===== src/rtl/vga_pkg.sv =====
// Shared VGA timing types, controller state encoding and the fixed mode table
// consumed by vga_mode_ctrl and vga_mode_rom.
package vga_pkg;

  localparam int VGA_MAX_H_WIDTH = 12;
  localparam int VGA_MAX_V_WIDTH = 11;

  typedef struct packed {
    logic [VGA_MAX_H_WIDTH-1:0] hd;
    logic [VGA_MAX_H_WIDTH-1:0] hf;
    logic [VGA_MAX_H_WIDTH-1:0] hr;
    logic [VGA_MAX_H_WIDTH-1:0] hb;
    logic [VGA_MAX_V_WIDTH-1:0] vd;
    logic [VGA_MAX_V_WIDTH-1:0] vf;
    logic [VGA_MAX_V_WIDTH-1:0] vr;
    logic [VGA_MAX_V_WIDTH-1:0] vb;
  } vga_timing_t;

  typedef enum logic [2:0] {
    INIT    = 3'd0,
    IDLE    = 3'd1,
    WAIT_VS = 3'd2,
    LOAD    = 3'd3,
    SETTLE  = 3'd4
  } vga_ctrl_state_t;

  // Display / front porch / sync / back porch, horizontal then vertical.
  localparam vga_timing_t VGA_MODE_TABLE [4] = '{
    '{12'd640,  12'd16, 12'd96,  12'd48,  11'd480, 11'd10, 11'd2, 11'd33},
    '{12'd800,  12'd40, 12'd128, 12'd88,  11'd600, 11'd1,  11'd4, 11'd23},
    '{12'd1024, 12'd24, 12'd136, 12'd160, 11'd768, 11'd3,  11'd6, 11'd29},
    '{12'd320,  12'd8,  12'd48,  12'd24,  11'd240, 11'd5,  11'd1, 11'd16}
  };

endpackage


===== src/rtl/vga_mode_rom.sv =====
// Combinational mode-table lookup: mode index in, full timing set out.
module vga_mode_rom
  import vga_pkg::*;
(
  input  logic [1:0]  mode,
  output vga_timing_t timing
);

  // Table select
  always_comb begin
    timing = VGA_MODE_TABLE[0];
    case (mode)
      2'd0:    timing = VGA_MODE_TABLE[0];
      2'd1:    timing = VGA_MODE_TABLE[1];
      2'd2:    timing = VGA_MODE_TABLE[2];
      2'd3:    timing = VGA_MODE_TABLE[3];
      default: timing = VGA_MODE_TABLE[0];
    endcase
  end

endmodule


===== src/rtl/vga_mode_ctrl.sv =====
// VGA mode-change controller: loads timing sets on a VS boundary and blanks for a few frames.
// Define VGA_MODE_CTRL_TIMEOUT_EN to add a 20-bit watchdog on the VS waits.
module vga_mode_ctrl
  import vga_pkg::*;
#(
  parameter int NUM_MODES     = 4,
  parameter int SETTLE_FRAMES = 2
) (
  input  logic                       clk_i,
  input  logic                       rst_i,
  input  logic                       req_valid_i,
  input  logic [1:0]                 req_mode_i,
  output logic                       req_ready_o,
  input  logic                       vga_vs_i,
  output logic [VGA_MAX_H_WIDTH-1:0] hd_o,
  output logic [VGA_MAX_H_WIDTH-1:0] hf_o,
  output logic [VGA_MAX_H_WIDTH-1:0] hr_o,
  output logic [VGA_MAX_H_WIDTH-1:0] hb_o,
  output logic [VGA_MAX_V_WIDTH-1:0] vd_o,
  output logic [VGA_MAX_V_WIDTH-1:0] vf_o,
  output logic [VGA_MAX_V_WIDTH-1:0] vr_o,
  output logic [VGA_MAX_V_WIDTH-1:0] vb_o,
  output logic                       we_o,
  output logic                       blank_o,
  output logic [1:0]                 cur_mode_o,
  output logic                       err_o
);

  vga_ctrl_state_t state;
  vga_timing_t     timing_q;
  vga_timing_t     rom_timing;
  logic            vs_q;
  logic [1:0]      pend_mode;
  logic [3:0]      settle_cnt;
  logic [3:0]      settle_next;
  logic            settle_done;
  logic            vs_start;
  logic            mode_ok;
  logic            wait_go;
`ifdef VGA_MODE_CTRL_TIMEOUT_EN
  logic [19:0]     to_cnt;
  logic            to_hit;
`endif

  vga_mode_rom u_rom (
    .mode   (pend_mode),
    .timing (rom_timing)
  );

  assign hd_o = timing_q.hd;
  assign hf_o = timing_q.hf;
  assign hr_o = timing_q.hr;
  assign hb_o = timing_q.hb;
  assign vd_o = timing_q.vd;
  assign vf_o = timing_q.vf;
  assign vr_o = timing_q.vr;
  assign vb_o = timing_q.vb;

  // Sync-edge detection, request validation and settle bookkeeping
  always_comb begin
    vs_start    = vs_q & ~vga_vs_i;
    mode_ok     = (int'(req_mode_i) < NUM_MODES);
    settle_next = (settle_cnt == 4'hF) ? settle_cnt : settle_cnt + 4'd1;
    settle_done = (int'(settle_next) >= SETTLE_FRAMES);
`ifdef VGA_MODE_CTRL_TIMEOUT_EN
    to_hit      = (to_cnt == 20'hF_FFFF);
    wait_go     = vs_start | to_hit;
`else
    wait_go     = vs_start;
`endif
  end

  // Mode-change state machine with registered outputs
  always_ff @(posedge clk_i) begin
    if (rst_i) begin
      state       <= INIT;
      vs_q        <= 1'b1;
      pend_mode   <= 2'd0;
      settle_cnt  <= 4'd0;
      timing_q    <= VGA_MODE_TABLE[0];
      cur_mode_o  <= 2'd0;
      we_o        <= 1'b0;
      blank_o     <= 1'b1;
      req_ready_o <= 1'b0;
      err_o       <= 1'b0;
`ifdef VGA_MODE_CTRL_TIMEOUT_EN
      to_cnt      <= 20'd0;
`endif
    end else begin
      vs_q  <= vga_vs_i;
      we_o  <= 1'b0;
      err_o <= 1'b0;
      case (state)
        INIT: begin
          state      <= LOAD;
          we_o       <= 1'b1;
          timing_q   <= rom_timing;
          cur_mode_o <= pend_mode;
        end
        IDLE: begin
          if (req_valid_i && req_ready_o) begin
            if (!mode_ok) begin
              err_o <= 1'b1;
            end else if (req_mode_i != cur_mode_o) begin
              pend_mode   <= req_mode_i;
              req_ready_o <= 1'b0;
              blank_o     <= 1'b1;
              state       <= WAIT_VS;
`ifdef VGA_MODE_CTRL_TIMEOUT_EN
              to_cnt      <= 20'd0;
`endif
            end
          end
        end
        WAIT_VS: begin
`ifdef VGA_MODE_CTRL_TIMEOUT_EN
          to_cnt <= to_cnt + 20'd1;
`endif
          if (wait_go) begin
            state      <= LOAD;
            we_o       <= 1'b1;
            timing_q   <= rom_timing;
            cur_mode_o <= pend_mode;
`ifdef VGA_MODE_CTRL_TIMEOUT_EN
            err_o      <= ~vs_start;
`endif
          end
        end
        LOAD: begin
          state      <= SETTLE;
          settle_cnt <= 4'd0;
`ifdef VGA_MODE_CTRL_TIMEOUT_EN
          to_cnt     <= 20'd0;
`endif
        end
        SETTLE: begin
`ifdef VGA_MODE_CTRL_TIMEOUT_EN
          to_cnt <= to_cnt + 20'd1;
`endif
          if (vs_start) begin
            settle_cnt <= settle_next;
            if (settle_done) begin
              state       <= IDLE;
              blank_o     <= 1'b0;
              req_ready_o <= 1'b1;
            end
`ifdef VGA_MODE_CTRL_TIMEOUT_EN
          end else if (to_hit) begin
            state       <= IDLE;
            blank_o     <= 1'b0;
            req_ready_o <= 1'b1;
            err_o       <= 1'b1;
`endif
          end
        end
        default: begin
          state       <= INIT;
          blank_o     <= 1'b1;
          req_ready_o <= 1'b0;
        end
      endcase
    end
  end

endmodule


===== config.mk =====
export PLATFORM = sky130hd
export DESIGN_NAME = vga_mode_ctrl
export DESIGN_NICKNAME = d
export VERILOG_FILES = /design/src/rtl/vga_pkg.sv /design/src/rtl/vga_mode_rom.sv /design/src/rtl/vga_mode_ctrl.sv
export SDC_FILE = /design/constraint.sdc
export NUM_CORES = 1
export LEC_CHECK = 0
export ABC_AREA = 1
export CAP_MARGIN = 30
export CORE_ASPECT_RATIO = 1.75
export CORE_MARGIN = 4
export CORE_UTILIZATION = 39
export DETAILED_ROUTE_END_ITERATION = 10
export PLACE_DENSITY = 0.79
export SLEW_MARGIN = 20
export SYNTH_ARGS = -nofsm -noshare
export SYNTH_HDL_FRONTEND = slang
export SYNTH_SLANG_ARGS = --single-unit

===== constraint.sdc =====
create_clock -name clk_i -period 1.72 [get_ports clk_i]
set_input_delay 0.172 -clock clk_i [delete_from_list [all_inputs] [get_ports clk_i]]
set_output_delay 0.172 -clock clk_i [all_outputs]
set_load 0.005 [all_outputs]

==> results of run 1 <==
[metrics by stage]
step / worst slack, ps / hold slack [ps] / total power [W] / cell area [sq um] / utilization
2_1_floorplan: 436 / 269 / 0.00194 / 2090 / -
3_3_place_gp: 231 / 436 / 0.00225 / 2020 / 0.430
3_5_place_dp: 188 / 446 / 0.00227 / 2020 / 0.430
4_1_cts: 249 / 461 / 0.00263 / 2070 / 0.439
5_1_grt: 106 / 467 / 0.00281 / 2070 / 0.439
6_report: 243 / 456 / 0.00259 / 2070 / 0.439
[cell type report]
class	count	area [sq um]
Clock buffer	4	45.0
Fill cell	469	2640
Inverter	20	75.1
Multi-Input combinational cell	167	836
Sequential cell	27	541
Tap cell	52	65.1
Timing Repair Buffer	51	505
[routing by layer]
| metal | global-route usage | vias to the layer above | wire, um |
|---|---|---|---|
| li1 | - | 691 | - |
| met1 | 0.0908 | 626 | 990 |
| met2 | 0.190 | 75 | 1710 |
| met3 | 0.0219 | 4 | 423 |
| met4 | 0.0417 | 0 | 29 |
| met5 | 0 | - | 0 |
[state kept, by name, summed over array words and instances (netlist names)]
register,cells
cur_mode_o,2
hf_o,2
state,3
req_ready_o,1
settle_cnt,4
blank_o,1
vs_q,1
we_o,1
vb_o,2
hr_o,4
pend_mode,2
hb_o,3
hd_o,1
[kinds of logic (layout without fill, tap and decap cells)]
logic type	after synthesis	count (layout)	synth area share
compound gates	28	28	0.0820
xor+xnor	2	2	0.00926
other cells	1	54	0.00198
buf+inv	105	75	0.378
simple gates	76	76	0.197
flops	27	27	0.286
fa+ha+maj	7	7	0.0463
[cells in the mapped netlist]
cell	count
conb_1	1
ha_1	7
clkbuf_1	1
nor2_1	10
nand2_1	36
xnor2_1	2
nand2_2	5
buf_4	81
nand3_1	16
nand2_4	1
o21ai_2	2
a21oi_1	16
inv_1	18
nand4_1	3
dfxtp_1	27
nor3_4	2
inv_2	2
o21ai_1	2
nand3_2	2
buf_6	2
a21oi_2	1
nor2_2	1
buf_2	1
o41ai_1	1
o21ai_0	6
[power by group]
group	leakage, nW	switching, W	internal, W	total (W)
clock network	0.0228	0.000179	0.000165	0.000345
registers	0.221	0.000171	0.000790	0.000961
logic	0.707	0.000609	0.000673	0.00128
[critical path: stages (launching register included)]
cell and delay [ps]:
dfxtp_1 390, ha_1 230, nand3_1 160, nand2_1 90, nand2_1 70, nor2_1 110, nand3_2 130, nand4_1 140
nand2_1 60, nand2_1 50
[path summary, 6_finish.rpt]
kind            startpoint  slack [ps]      end  cells after the start
max          settle_cnt[0]         240  blank_o                      9
min reg2reg        blank_o         460  blank_o                      2
min                blank_o         460  blank_o                      2
max reg2reg  settle_cnt[0]         240  blank_o                      9
==> impl_metrics.ini, run 1 <==
[status]
status = completed

[route]
antenna_left = 0
wl_per_cell_um = 9.83
routed_via_density = 4.35
routed_wl_mm = 3.16
firstDrtPassIters = 4
detailroute.via_count = 1396
drc = 0
drtIter0Drc = 42

[global_route]
grt_max_degree = 15
grt_usage = 0.0977
grt_first_pass_wirelength_mm = 4.70
grt_pass1_vias = 1160
grt_remaining_overflow = 0
antenna_found_initial = 0

[floorplanning]
rows = 33
die_width_um = 60.7
core_area_sq_um = 4710
start_util = 0.402
die_y_um = 100
io_pins = 104
dieArea_sq_um = 6070

[run]
maxCapViolations = 0

[cts]
postCtsSetupRepairBufs = 0
clockBufferDepth = 2
cts_sinks = 27
clockRootBuffer = clkbuf_8
cts_resized = 0
clk_pin_slew_ps = 80
h-tree-depth = 1
ctsHoldBuffers = 0
cts_tree = built
clk_latency_ps = 260
numCtsBuffers = 3

[setup_path]
worst-setup-path-type = reg2reg
required_ps = 1940
worstPathArrival_ps = 1690
cp-end-kind = flop
cp_max_fo = 4
startpoint_type = flop

[placed_design]
gp_congestion = 0.751
portBuffers = 49
dp.cells = 317
hpwl_mm = 2.68

[pwr]
cellPowerDensity_nw_per_um2 = 1250
power_leakage_nw = 0.951
peakVddDrop_uv = 812

[synth]
synth_seq_cells = 27
netlist.area_leader.share = 0.321
synth_top_area_cell = buf_4
synth_area_leaders = buf_4, dfxtp_1, nand2_1
synth.distinct_cells = 25
seq_area_frac_synth = 0.286
avgSynthCellArea_sq_um = 7.69
syn_inst = 246
yosys_warnings = 0
syn_area_sq_um = 1890

[sta]
finalSetupTns_ps = 0
period_share = 0.859
final_hold_viol_count = 0
rsz0062_at_grt = false
period_needed_ps = 1480
setup_violations = 0
clock-skew-final_ps = 2.42
final_max_slew_viol_count = 0
fmax_mhz = 677

[finish]
syn_to_final_growth_pct = 9.26
final_common_cell = conb_1
drive_above_1_share = 0.0781
nets = 283
layout_common_cells = conb_1, clkdlybuf4s50_1, nand2_1, dfxtp_1, inv_1
instances_no_fill = 321
num_antenna_cells = 0

[worst_hold_path]
min_path_type = reg2reg
(Power assumes the default switching activity.)
==> run 2, diff against run 1 <==
--- a/config.mk
+++ b/config.mk
@@ -12,7 +12,6 @@
 export CORE_UTILIZATION = 39
 export DETAILED_ROUTE_END_ITERATION = 10
 export PLACE_DENSITY = 0.79
-export SLEW_MARGIN = 20
 export SYNTH_ARGS = -nofsm -noshare
 export SYNTH_HDL_FRONTEND = slang
 export SYNTH_SLANG_ARGS = --single-unit
==> results of run 2 <==
Final layout, timing and power as in run 1 (identical DEF).
==> run 3, diff against run 2 <==
--- a/config.mk
+++ b/config.mk
@@ -6,12 +6,13 @@
 export NUM_CORES = 1
 export LEC_CHECK = 0
 export ABC_AREA = 1
+export ABC_CLOCK_PERIOD_IN_PS = 1720
 export CAP_MARGIN = 30
 export CORE_ASPECT_RATIO = 1.75
 export CORE_MARGIN = 4
-export CORE_UTILIZATION = 39
+export CORE_UTILIZATION = 30
 export DETAILED_ROUTE_END_ITERATION = 10
-export PLACE_DENSITY = 0.79
+export PLACE_DENSITY = 0.63
 export SYNTH_ARGS = -nofsm -noshare
 export SYNTH_HDL_FRONTEND = slang
 export SYNTH_SLANG_ARGS = --single-unit
==> impl_metrics.ini, run 3 (same netlist as run 1, synthesis figures left out) <==
[status]
status = completed

[setup_path]
worstPathArrival_ps = 1690
worstSetupStartpoint = settle_cnt[1]
worstReg2RegStart = settle_cnt[1]
r2r_cells = 9
r2r_end = blank_o
cp-end-kind = flop
startpoint_type = flop
cp-endpoint = blank_o
worst-setup-path-type = reg2reg
reg2reg_setup_slack_ps = 250
cp_max_fo = 4
required_ps = 1940

[finish]
syn_to_final_growth_pct = 11.2
num_antenna_cells = 0
instances_no_fill = 349
drive_above_1_share = 0.0818
nets = 283
multi_input_area_sq_um = 836
seqCellArea_sq_um = 541
final_common_cell = conb_1
num-fill-cells = 682
layout_common_cells = conb_1, clkdlybuf4s50_1, nand2_1, dfxtp_1, inv_1
final_area_sq_um = 2100

[route]
detailroute.via_count = 1389
drtIter0Drc = 44
antenna_left = 0
firstDrtPassIters = 4
drc = 0
wl_per_cell_um = 10.1
routed_wl_mm = 3.51
routed_via_density = 3.98

[sta]
clock-skew-final_ps = 3.53
hold_slack_ps = 442
rsz0062_at_grt = false
final_hold_viol_count = 0
finalSetupTns_ps = 0
final_max_slew_viol_count = 0
period_share = 0.855
period_needed_ps = 1470
fmax_mhz = 680
setup_violations = 0

[cts]
cts_tree = built
cts_resized = 0
cts_sinks = 27
clk_latency_ps = 270
clk_pin_slew_ps = 90
clockBufferDepth = 2
h-tree-depth = 1
ctsHoldBuffers = 0
numCtsBuffers = 3
postCtsSetupRepairBufs = 0
clockRootBuffer = clkbuf_8

[placed_design]
hpwl_mm = 2.85
post_dp_cell_area_sq_um = 2060
gp_congestion = 0.767
portBuffers = 49
dp.cells = 345

[floorplanning]
rows = 38
core_area_sq_um = 6180
dieArea_sq_um = 7690
die_y_um = 113
start_util = 0.306
io_pins = 104
die_width_um = 68.0

[pwr]
cellPowerDensity_nw_per_um2 = 1250
peakVddDrop_uv = 487
power_leakage_nw = 0.954
power.total_w = 0.00263

[global_route]
antenna_found_initial = 0
grt_pass1_vias = 1148
grt_usage = 0.0881
grt_max_degree = 16
grt_remaining_overflow = 0
grt_first_pass_wirelength_mm = 5.25

[worst_hold_path]
min_path_type = in2reg
hold_depth = 3

[run]
maxCapViolations = 0
-- run 3: cell count changes in the layout (fill, tap and decap cells not counted), sizes merged --
cell,delta
clkbuf,-1
clkinv,+1
-- run 3: worst max-delay path: stages (launching register included) --
cell and delay, ps:
dfxtp_1 390, ha_1 220, nand3_1 160, nand2_1 100, nand2_1 70, nor2_1 110, nand3_2 110, nand4_1 140
nand2_1 70, nand2_1 60
-- run 3: final cells by class --
type / instances / share of cell area
sequential: 27 / 0.257
multi-input combinational: 167 / 0.397
clock inverter: 1 / 0.00238
timing repair buffer: 51 / 0.240
inverter: 20 / 0.0357
tap: 80 / 0.0476
clock buffer: 3 / 0.0196
-- run 3: power breakdown --
part	switching, W	leakage (nW)	internal, W
logic	0.000625	0.707	0.000673
registers	0.000182	0.221	0.000790
clock network	0.000200	0.0255	0.000163
-- run 3: layer usage --
metal,vias to the layer above,part of all wire,track usage
met5,-,0,0
met2,84,0.51,0.164
met1,615,0.36,0.0947
li1,686,-,-
met3,4,0.12,0.0119
met4,0,0.012,0.0359
-- run 3: how the worst min path moves through the flow --
| stage | start | to | slack [ps] |
|---|---|---|---|
| after floorplan | vga_vs_i | vs_q | 270 |
| after global placement | blank_o | blank_o | 450 |
| after detailed placement | blank_o | blank_o | 470 |
| after CTS | vga_vs_i | vs_q | 440 |
| after global routing | vga_vs_i | vs_q | 450 |
| final | vga_vs_i | vs_q | 440 |
-- run 3: metrics by stage --
step | utilization | worst slack (ps)
after CTS | 0.340 | 263
after detailed placement | 0.333 | 203
after global placement | 0.333 | 250
after global routing | 0.340 | 78.8
final | 0.340 | 250
after floorplan | - | 436
